[config.mk]
export PLATFORM = sky130hd
export DESIGN_NAME = lc3_fetch_ctrl
export DESIGN_NICKNAME = d
export VERILOG_FILES = /design/src/rtl/lc3_fetch_ctrl_pkg.sv /design/src/rtl/lc3_fetch_ctrl_timer.sv /design/src/rtl/lc3_fetch_ctrl.sv
export SDC_FILE = /design/constraint.sdc
export NUM_CORES = 1
export LEC_CHECK = 0
export ABC_AREA = 1
export CAP_MARGIN = 20
export CORE_UTILIZATION = 45
export DETAILED_ROUTE_END_ITERATION = 8
export PLACE_DENSITY = 0.79
export SYNTH_ARGS = -nofsm -noshare
export SYNTH_HDL_FRONTEND = slang
export SYNTH_HIERARCHICAL = 1
export SYNTH_SLANG_ARGS = --single-unit
[constraint.sdc]
create_clock -name clk -period 1.6 [get_ports clk]
set_input_delay 0.24 -clock clk [delete_from_list [all_inputs] [get_ports clk]]
set_output_delay 0.24 -clock clk [all_outputs]
set_load 0.005 [all_outputs]
[src/rtl/lc3_fetch_ctrl_pkg.sv]
// Shared types and constants for the LC-3 instruction-fetch sequencer.
// Holds the FSM state encoding, PC mux selects and the timer sizing helper.
package lc3_fetch_pkg;

  typedef enum logic [2:0] {
    IDLE   = 3'd0,
    FETCH1 = 3'd1,
    FETCH2 = 3'd2,
    FETCH3 = 3'd3,
    VALID  = 3'd4
  } fetch_state_e;

  localparam logic [1:0] PC_SEL_INC = 2'b00;
  localparam logic [1:0] PC_SEL_BUS = 2'b01;
  localparam logic [1:0] PC_SEL_EA  = 2'b10;

  // A zero TIMEOUT disables the timeout but still needs a legal 1-bit counter.
  function automatic int unsigned timer_width(input int unsigned timeout);
    if (timeout == 0) begin
      return 1;
    end
    return $clog2(timeout + 1);
  endfunction

endpackage

[src/rtl/lc3_fetch_ctrl_timer.sv]
// Memory wait-state timer for the fetch sequencer: counts stalled FETCH2 cycles
// and flags the cycle on which the last permitted wait is being spent.
module fetch_wait_timer #(
  parameter int unsigned TIMEOUT = 16
) (
  input  logic clk,
  input  logic rst,
  input  logic clear,
  input  logic enable,
  output logic expired
);
  import lc3_fetch_pkg::*;

  localparam int unsigned TW = timer_width(TIMEOUT);
  localparam logic [TW-1:0] TMAX  = '1;
  localparam logic [TW-1:0] LIMIT = (TIMEOUT == 0) ? '0 : TW'(TIMEOUT - 1);

  logic [TW-1:0] count_q;
  logic [TW-1:0] count_d;

  // Saturates rather than wrapping so a long stall can never alias back to zero.
  always_comb begin
    count_d = count_q;
    if (clear) begin
      count_d = '0;
    end else if (enable && (count_q != TMAX)) begin
      count_d = count_q + TW'(1);
    end
  end

  always_ff @(posedge clk) begin
    if (rst) begin
      count_q <= '0;
    end else begin
      count_q <= count_d;
    end
  end

  assign expired = (TIMEOUT != 0) && (count_q == LIMIT);

endmodule

[src/rtl/lc3_fetch_ctrl.sv]
// LC-3 instruction-fetch sequencer: drives the PC stage, runs the memory read
// handshake through MAR/MDR, and hands IR to decode with a valid/ack pair.
module lc3_fetch_ctrl #(
  parameter int unsigned DW      = 16,
  parameter int unsigned TIMEOUT = 16
) (
  input  logic          clk,
  input  logic          rst,
  input  logic          fetch_req,
  input  logic          flush,
  input  logic [DW-1:0] pc,
  input  logic [DW-1:0] mem_rdata,
  input  logic          mem_r,
  input  logic          ir_ack,
  output logic          gate_pc_en,
  output logic          ld_pc,
  output logic [1:0]    pc_sel,
  output logic          mem_en,
  output logic [DW-1:0] mem_addr,
  output logic [DW-1:0] ir,
  output logic          ir_valid,
  output logic          busy,
  output logic          fetch_err
);
  import lc3_fetch_pkg::*;

  fetch_state_e  state_q, state_d;
  logic [DW-1:0] mar_q, mdr_q, ir_q;
  logic          err_q, err_d;

  logic tmr_clear;
  logic tmr_en;
  logic tmr_expired;

  assign tmr_clear = (state_q != FETCH2);
  assign tmr_en    = (state_q == FETCH2) && !mem_r;

  fetch_wait_timer #(
    .TIMEOUT (TIMEOUT)
  ) u_wait_timer (
    .clk     (clk),
    .rst     (rst),
    .clear   (tmr_clear),
    .enable  (tmr_en),
    .expired (tmr_expired)
  );

  always_comb begin
    state_d = state_q;
    err_d   = 1'b0;
    if (flush) begin
      state_d = IDLE;
    end else begin
      case (state_q)
        IDLE: begin
          if (fetch_req) state_d = FETCH1;
        end
        FETCH1: state_d = FETCH2;
        FETCH2: begin
          if (mem_r) begin
            state_d = FETCH3;
          end else if (tmr_expired) begin
            state_d = IDLE;
            err_d   = 1'b1;
          end
        end
        FETCH3: state_d = VALID;
        VALID: begin
          if (ir_ack) state_d = fetch_req ? FETCH1 : IDLE;
        end
        default: state_d = IDLE;
      endcase
    end
  end

  // Flush blocks every register load so MAR/MDR/IR keep their prior contents.
  always_ff @(posedge clk) begin
    if (rst) begin
      state_q <= IDLE;
      mar_q   <= '0;
      mdr_q   <= '0;
      ir_q    <= '0;
      err_q   <= 1'b0;
    end else begin
      state_q <= state_d;
      err_q   <= err_d;
      if (!flush) begin
        if (state_q == FETCH1) mar_q <= pc;
        if ((state_q == FETCH2) && mem_r) mdr_q <= mem_rdata;
        if (state_q == FETCH3) ir_q <= mdr_q;
      end
    end
  end

  assign gate_pc_en = (state_q == FETCH1);
  assign ld_pc      = (state_q == FETCH1);
  assign pc_sel     = PC_SEL_INC;
  assign mem_en     = (state_q == FETCH2);
  assign mem_addr   = mar_q;
  assign ir         = ir_q;
  assign ir_valid   = (state_q == VALID);
  assign busy       = (state_q != IDLE);
  assign fetch_err  = err_q;

endmodule

== Yosys cells after proc, flatten, opt, wreduce, memory -nomap -nowiden ==
Cells that the tools add are included.
W data, S select, Z words.
Word-level totals
  bits in registers: 57
  input port bits: 38
  output and inout port bits: 40
  logic and storage cells: 39
Cells by class
  add/sub/neg operators: 1
  eq/ne operators: 10
  multiplexer cells: 7
  bitwise operators: 2
  reductions and logical operators: 13
Operators with widths (count)
  $pmux W3 S5: 1
  $mux W3: 4
  $eq A3 B2 Y1 const B: 2
  $ne A3 B2 Y1 const B: 2
  $reduce_and A2 Y1: 3
  $add A5 B1 Y5 const B: 1
  $eq A5 B4 Y1 const B: 1
  $ne A5 B5 Y1 const B: 1
  $ne A2 B2 Y1 const B: 2
  $reduce_or A2 Y1: 2
  $reduce_or A4 Y1: 1
  $eq A3 B1 Y1 const B: 1
  $eq A3 B3 Y1 const B: 1
  $logic_and A1 B1 Y1: 3
  $logic_not A3 Y1: 1
  $reduce_and A3 Y1: 1
  $reduce_bool A3 Y1: 1
  $mux W1: 2
  $not A1 Y1: 2
  $logic_not A1 Y1: 1

== Longest topological paths before layout ==
Gate-level depths: netlist of run 1.
  depth in word-level cells: 4
  gate-level depth with buffers: 10
  depth with buffers taken out: 10

== Cells and area by module ==
The synthesis of run 1 kept the hierarchy.
Modules (own cells, without submodules)
  lc3_fetch_ctrl: instances 1, cells an instance 287, area each 2099.5 um^2, sequential area each 1041.0 um^2
  fetch_wait_timer: instances 1, cells an instance 35, area each 282.8 um^2, sequential area each 100.1 um^2

== Worst setup path before layout of run 1 ==
OpenSTA, ideal clock, no wires.
  kind: register to register
  start: register u_wait_timer.count_q[0]
  end: register u_wait_timer.count_q[0]
  library setup time: 120 ps
  arrival: 1175 ps
  required time: 1480 ps
  slack: 304 ps
  cell stages (with the launch flop): 10
  buffers on the path: 0
  clock period less this slack: 1296 ps
  cell sequence: dfxtp_1 ha_1 inv_1 nor2_1 ha_1 inv_1 nand2_2 inv_4 o21ai_1 a21oi_1
Between the ends
  word-level cells in the longest chain between the ends: 2
  elaborated cells on any way between the ends: 3
  those cells by class: add/sub: 1; eq/ne: 1; reduce/logical: 1
RTL lines
  start, declared: RTL line lc3_fetch_ctrl_timer.sv:18  | logic [TW-1:0] count_q;
  start signal, assigned: RTL line lc3_fetch_ctrl_timer.sv:35  | count_q <= count_d;
  branches (longest 2 deep; another with $add A5 B1 Y5)
Several ways; the timed one is not identified.
A chain may end at the register's enable or synchronous reset.

== Final worst setup path of run 1 ==
  start: register state_q[1]
  end: output port ir_valid
Between the ends
  word-level cells in the longest chain between the ends: 1
RTL lines
  start, declared: RTL line lc3_fetch_ctrl.sv:27  | fetch_state_e state_q, state_d;
  start signal, assigned: RTL line lc3_fetch_ctrl.sv:85  | state_q <= state_d;
  $eq A3 B3 Y1: RTL line lc3_fetch_ctrl.sv:101  | assign ir_valid = (state_q == VALID);
  end, declared: RTL line lc3_fetch_ctrl.sv:21  | output logic ir_valid,
No other way between the ends.

==> flow_summary.ini, run 1 <==
[sta]
finalHoldViolations = 0
worst_slew_pin_slew_ns = 0.529
report.final.slew_viol_count = 0
setup_ws_ns = 0.0814
fin_skew_ns = 0.00687
post-route-period-util_pct = 94.9
slew_headroom_pct = 64.7
grt_setup_unrepaired = false
fmax_ghz = 0.659
period_needed_ns = 1.52
setup-violations-final = 0
fin_tns_setup_ns = 0

[floorplan]
fp.dieW_um = 74.8
dieArea_sq_um = 5590
fp.coreArea_sq_um = 5110
fp-row-count = 26
die_y_um = 74.8
start_util_pct = 46.6
pin_count = 78

[pwr]
swShare_pct = 22.5
seqPwrFrac_pct = 48.0
leakage_nw = 1.57
clkPwrFrac_pct = 43.4
power.internal_w = 0.00233
vdd_drop_max_v = 0.000430
power_switching_w = 0.000676
p_per_area_nw_per_um2 = 865
p_comb_share_pct = 8.6

[route]
post-route-drc-count = 0
viasPerCell = 4.66
first_pass_iters = 4
vias = 2245
final_antenna_net_count = 0
drt_wl_total_um = 5390
wire_per_inst_um = 11.2
drt_iter0_markers = 65

[placement]
io_buffers = 75
dp_hpwl_um = 3560
gp_congestion = 0.887
post-place-ws_ns = 0.0540

[critical_path]
crit_type = flip-flop to output port
crit_chain = buf_4 > nor3_2 > clkdlybuf4s15_1
worst-path-buf-inv = 2
worst_setup_path_start_kind = flip-flop
critical_path.top_delay_family = buffers and inverters
critPathSlowestCell = dfxtp_4
crit_arrival_ns = 1.28
end_kind = output port
critical_path.max_stage_delay_ns = 0.36
cp_max_fo = 3
required_ns = 1.36

[synthesis]
ys_ff_latch = 57
netlist_area_sq_um = 2380
synth_top_cells_by_count = 74 x nor2_1, 60 x nand2_1, 57 x dfxtp_1
yosysMostFrequentCell = nor2_1
ys_seq_area_share_pct = 47.9
synth.area.top_cells = dfxtp_1 48%, nor2_1 12%, nand2_1 9.5%, inv_1 4.9%, nand3_1 4.8%
synth_area_leader_cell = dfxtp_1
netlist.area_leader.share_pct = 47.9
yosysWarnings = 6
syn_inst = 322
yosys_most_used_dff = dfxtp_1
synth-edff-count = 0
postSynthAreaPerCell_sq_um = 7.40
postSynth.asyncResetShare_pct = 0
synth_cell_types = 27

[cts]
clockRootBuffer = clkbuf_8
path_clk_slew_ns = 0.06
clockBufferDepth = 2
cts_buffers = 9
clock_latency_ns = 0.33
cts.sinks = 57
htree_levels = 3
cts_tree = done

[layout]
layout-drive-gt1-share_pct = 13.1
final_core_util_pct = 68.1
fill_cells = 471
diodes = 0
finalNetCount = 449
area_growth_pct = 46.1

[global_routing]
overflow = 0
grt_pass1_wl_um = 8820
antenna_found_initial = 0
grt_pass1_vias = 2046
grt_max_degree = 33
grt_usage_pct = 21.2

[job]
max_cap_viol_count = 0

[hold_path]
worstHoldPathType = flip-flop to flip-flop

[run_status]
status = finished clean
## logic make-up after synthesis
group / Yosys count / synth area share [%]
fa+ha+maj: 3 / 1.58
buf+inv: 52 / 10.6
flops: 57 / 47.9
other cells: 1 / 0.157
compound gates: 40 / 8.82
simple gates: 169 / 31.0
## registers in the layout, summed over array words and instances, names as in the netlist
signal and cells:
ir 16, mdr_q 16, u_wait_timer/count_q 5, state_q 3, mem_addr 16, fetch_err 1
## final timing paths
path / startpoint / end / slack [ns] / cells after the start
setup / recovery: state_q[1]$_SDFFE_PP0P_ / ir_valid / 0.08 / 3
hold / removal: mem_addr[14]$_SDFFE_PP0P_ / mem_addr[14]$_SDFFE_PP0P_ / 0.46 / 2
setup reg to reg: u_wait_timer/count_q[0]$_SDFFE_PP0P_ / u_wait_timer/count_q[0]$_SDFFE_PP0P_ / 0.15 / 9
hold reg to reg: mem_addr[14]$_SDFFE_PP0P_ / mem_addr[14]$_SDFFE_PP0P_ / 0.46 / 2
## metal layers
metal,up-vias,global-route usage (%),part of all wire (%)
met5,-,0,0
met4,0,8.81,1.3
met3,9,9.64,7.3
met2,61,35.1,48
met1,1010,23.7,43
li1,1165,-,-
## area by class of cell
type	count	area, sq um	area share (%)
clock buffer	10	138	3.96
clock inverter	5	56.3	1.62
inverter	36	140	4.03
multi-input combinational	214	1010	29.1
sequential	57	1150	33.0
tap	70	87.6	2.52
timing repair buffer	90	897	25.8
## tightest hold or removal path, stage by stage, from the launching register on
cell and delay (ns):
dfxtp_1 0.31, nand2_1 0.06, a21oi_1 0.05
## repair_timing
item,in CTS,in global routing
resized for setup,13,5
pin swaps,1,1
setup buffers,7,0
endpoints found under the setup margin,5,5
hold buffers,0,0
## cell usage in the layout (no fill, tap or decap), drive strengths merged
| cell type | netlist | layout |
|---|---|---|
| a21oi | 19 | 19 |
| buf | 10 | 15 |
| bufinv | 0 | 1 |
| clkbuf | 6 | 10 |
| clkdlybuf4s15 | 0 | 2 |
| clkdlybuf4s50 | 0 | 70 |
| clkinv | 0 | 3 |
| clkinvlp | 0 | 1 |
| conb | 1 | 2 |
| dfxtp | 57 | 57 |
| dlygate4sd2 | 0 | 3 |
| ha | 3 | 3 |
| inv | 36 | 36 |
| nand2 | 62 | 62 |
| nand3 | 24 | 24 |
| nand4 | 2 | 2 |
| nor2 | 79 | 79 |
| nor3 | 2 | 2 |
| o21ai | 20 | 20 |
| o21bai | 1 | 1 |
## per-stage QoR
step,total power (W),hold slack [ns],area [sq um],std cells
floorplan,0.00157,0.374,2390,323
global placement,0.00173,0.448,3210,460
detailed placement,0.00173,0.457,3210,460
CTS,0.00304,0.465,3470,482
global route,0.00314,0.477,3480,482
finish,0.00301,0.463,3480,482
## power by group through the flow
stage | sequential [W] | clock, W | combinational (W)
floorplan | 0.00148 | 0 | 0.0000953
global route | 0.00145 | 0.00141 | 0.000282
CTS | 0.00145 | 0.00134 | 0.000257
detailed placement | 0.00148 | 0 | 0.000248
global placement | 0.00148 | 0 | 0.000247
finish | 0.00145 | 0.00131 | 0.000258
Note: power is estimated with default switching activity, not from simulation.
==> inputs of run 2 (changes only) <==
Settings changed: SETUP_SLACK_MARGIN set to 0.1.
==> run 2 against run 1 <==
Sequential share of layout area about the same. Routed wire length down 0.56%. Die area unchanged. Non-clock buffer count unchanged. Worst setup slack improved by 0.095 ns. Final area about the same. Critical path depth shrank 2. Clock-buffer cell count unchanged. Sequential power about the same. Cell count stayed put. Critical endpoint is now ir[8]. Largest power group unchanged. Highest routed layer unchanged.
==> flow_summary.ini, run 2 (synthesized netlist as in run 1, its figures left out) <==
[sta]
report.final.slew_viol_count = 0
fmax_ghz = 0.702
period_needed_ns = 1.42
fin_tns_setup_ns = 0
setup-violations-final = 0
worst_slew_pin_slew_ns = 0.526
grt_setup_unrepaired = true
fin_skew_ns = 0.00708
slew_headroom_pct = 64.9
post-route-period-util_pct = 89.0
finalHoldViolations = 0

[global_routing]
antenna_found_initial = 0
overflow = 0
grt_usage_pct = 21.3
grt_max_degree = 33
grt_pass1_wl_um = 8830
grt_pass1_vias = 2043

[cts]
htree_levels = 3
cts.sinks = 57
cts_tree = done
clockBufferDepth = 2
clock_latency_ns = 0.33
path_clk_slew_ns = 0.06
clockRootBuffer = clkbuf_8
cts_buffers = 9

[critical_path]
crit_chain = clkdlybuf4s50_1
cp_max_fo = 2
worst-path-buf-inv = 1
critical_path.top_delay_family = buffers and inverters
end_kind = output port
crit_arrival_ns = 1.18
r2r-start = u_wait_timer/count_q[0]$_SDFFE_PP0P_
critical_path.max_stage_delay_ns = 0.51
crit_type = flip-flop to output port
reg2reg_depth = 10
required_ns = 1.36
rrSetupSlack_ns = 0.20
startpoint = ir[8]$_SDFFE_PP0P_
worst_setup_path_start_kind = flip-flop
reg2reg_to = u_wait_timer/count_q[2]$_SDFFE_PP0P_
critPathSlowestCell = clkdlybuf4s50_1

[placement]
gp_congestion = 0.887
io_buffers = 75
placed_cells = 460
dp_hpwl_um = 3560

[floorplan]
dieArea_sq_um = 5590
die_y_um = 74.8
fp.dieW_um = 74.8
fp.coreArea_sq_um = 5110
pin_count = 78
start_util_pct = 46.6
fp-row-count = 26

[route]
first_pass_iters = 4
dr_wl_met3_um = 385
wire_per_inst_um = 11.1
highest_layer = met4
wl_met1_um = 2330
final_antenna_net_count = 0
vias = 2245
route.met2.wl_um = 2570
viasPerCell = 4.66
drt_wl_total_um = 5360
drt_iter0_markers = 88
post-route-drc-count = 0

[pwr]
p_per_area_nw_per_um2 = 865
vdd_drop_max_v = 0.000431
leakage_nw = 1.56

[layout]
final_core_util_pct = 68.2
layout-drive-gt1-share_pct = 13.8
finalNetCount = 449
stdcell_count = 482
layout_commonest_cell = nor2_1
area_growth_pct = 46.1
diodes = 0
layout_common_cells = 73 x nor2_1, 70 x clkdlybuf4s50_1, 58 x nand2_1, 53 x dfxtp_1, 30 x inv_1

[hold_path]
whs_endpoint = u_wait_timer/count_q[0]$_SDFFE_PP0P_
worstHoldPathType = flip-flop to flip-flop
min-delay-start = u_wait_timer/count_q[0]$_SDFFE_PP0P_
hold_path_depth = 1

[job]
max_cap_viol_count = 0

[run_status]
status = finished clean
run 2: stage by stage:
step	cell area, sq um	hold WS, ns	total power [W]	worst slack (ns)
after floorplan	2390	0.374	0.00157	0.304
after global placement	3210	0.448	0.00173	0.0926
after detailed placement	3210	0.457	0.00173	0.0540
after CTS	3470	0.465	0.00305	0.103
after global routing	3480	0.468	0.00314	0.0993
final	3480	0.453	0.00301	0.176
run 2: layout make-up:
cell class	instances	area, sq um
clock buffers	10	138
clock inverters	5	56.3
fillers	474	1630
inverters	36	140
multi-input cells	214	1020
flip-flops and latches	57	1150
well taps	70	87.6
repair buffers	90	891
run 2: where the power goes:
| part | leakage, nW | switching, W | internal [W] |
|---|---|---|---|
| Sequential | 0.462 | 0.0000124 | 0.00143 |
| Combinational | 0.995 | 0.000107 | 0.000152 |
| Clock | 0.0981 | 0.000556 | 0.000749 |
run 2: per-layer routing:
layer / track usage [%] / up-vias
met5: 0 / -
met4: 9.01 / 0
met3: 9.64 / 9
met2: 35.0 / 62
met1: 24.0 / 1009
li1: - / 1165
run 2: how the worst max path moves through the flow:
stage | end | depth (start not counted)
2_1_floorplan | u_wait_timer/count_q[0]$_SDFFE_PP0P_ | 9
3_3_place_gp | ir[10]$_SDFFE_PP0P_ | 5
3_5_place_dp | ld_pc | 4
4_1_cts | mem_en | 5
5_1_grt | ir[14]$_SDFFE_PP0P_ | 7
6_report | ir[8] | 1
run 2: repair_timing:
item                                    in CTS  in global routing
pin swaps                                    2                  2
buffers inserted                             7                  0
endpoints found under the setup margin       5                 12
resized for setup                           19                  7
hold buffers                                 0                  0
==> inputs of run 3 (changes only) <==
Settings changed: GPL_ROUTABILITY_DRIVEN set to 0.
==> results of run 3 <==
Same layout as run 2: the final DEF is identical, and so are final timing and power.
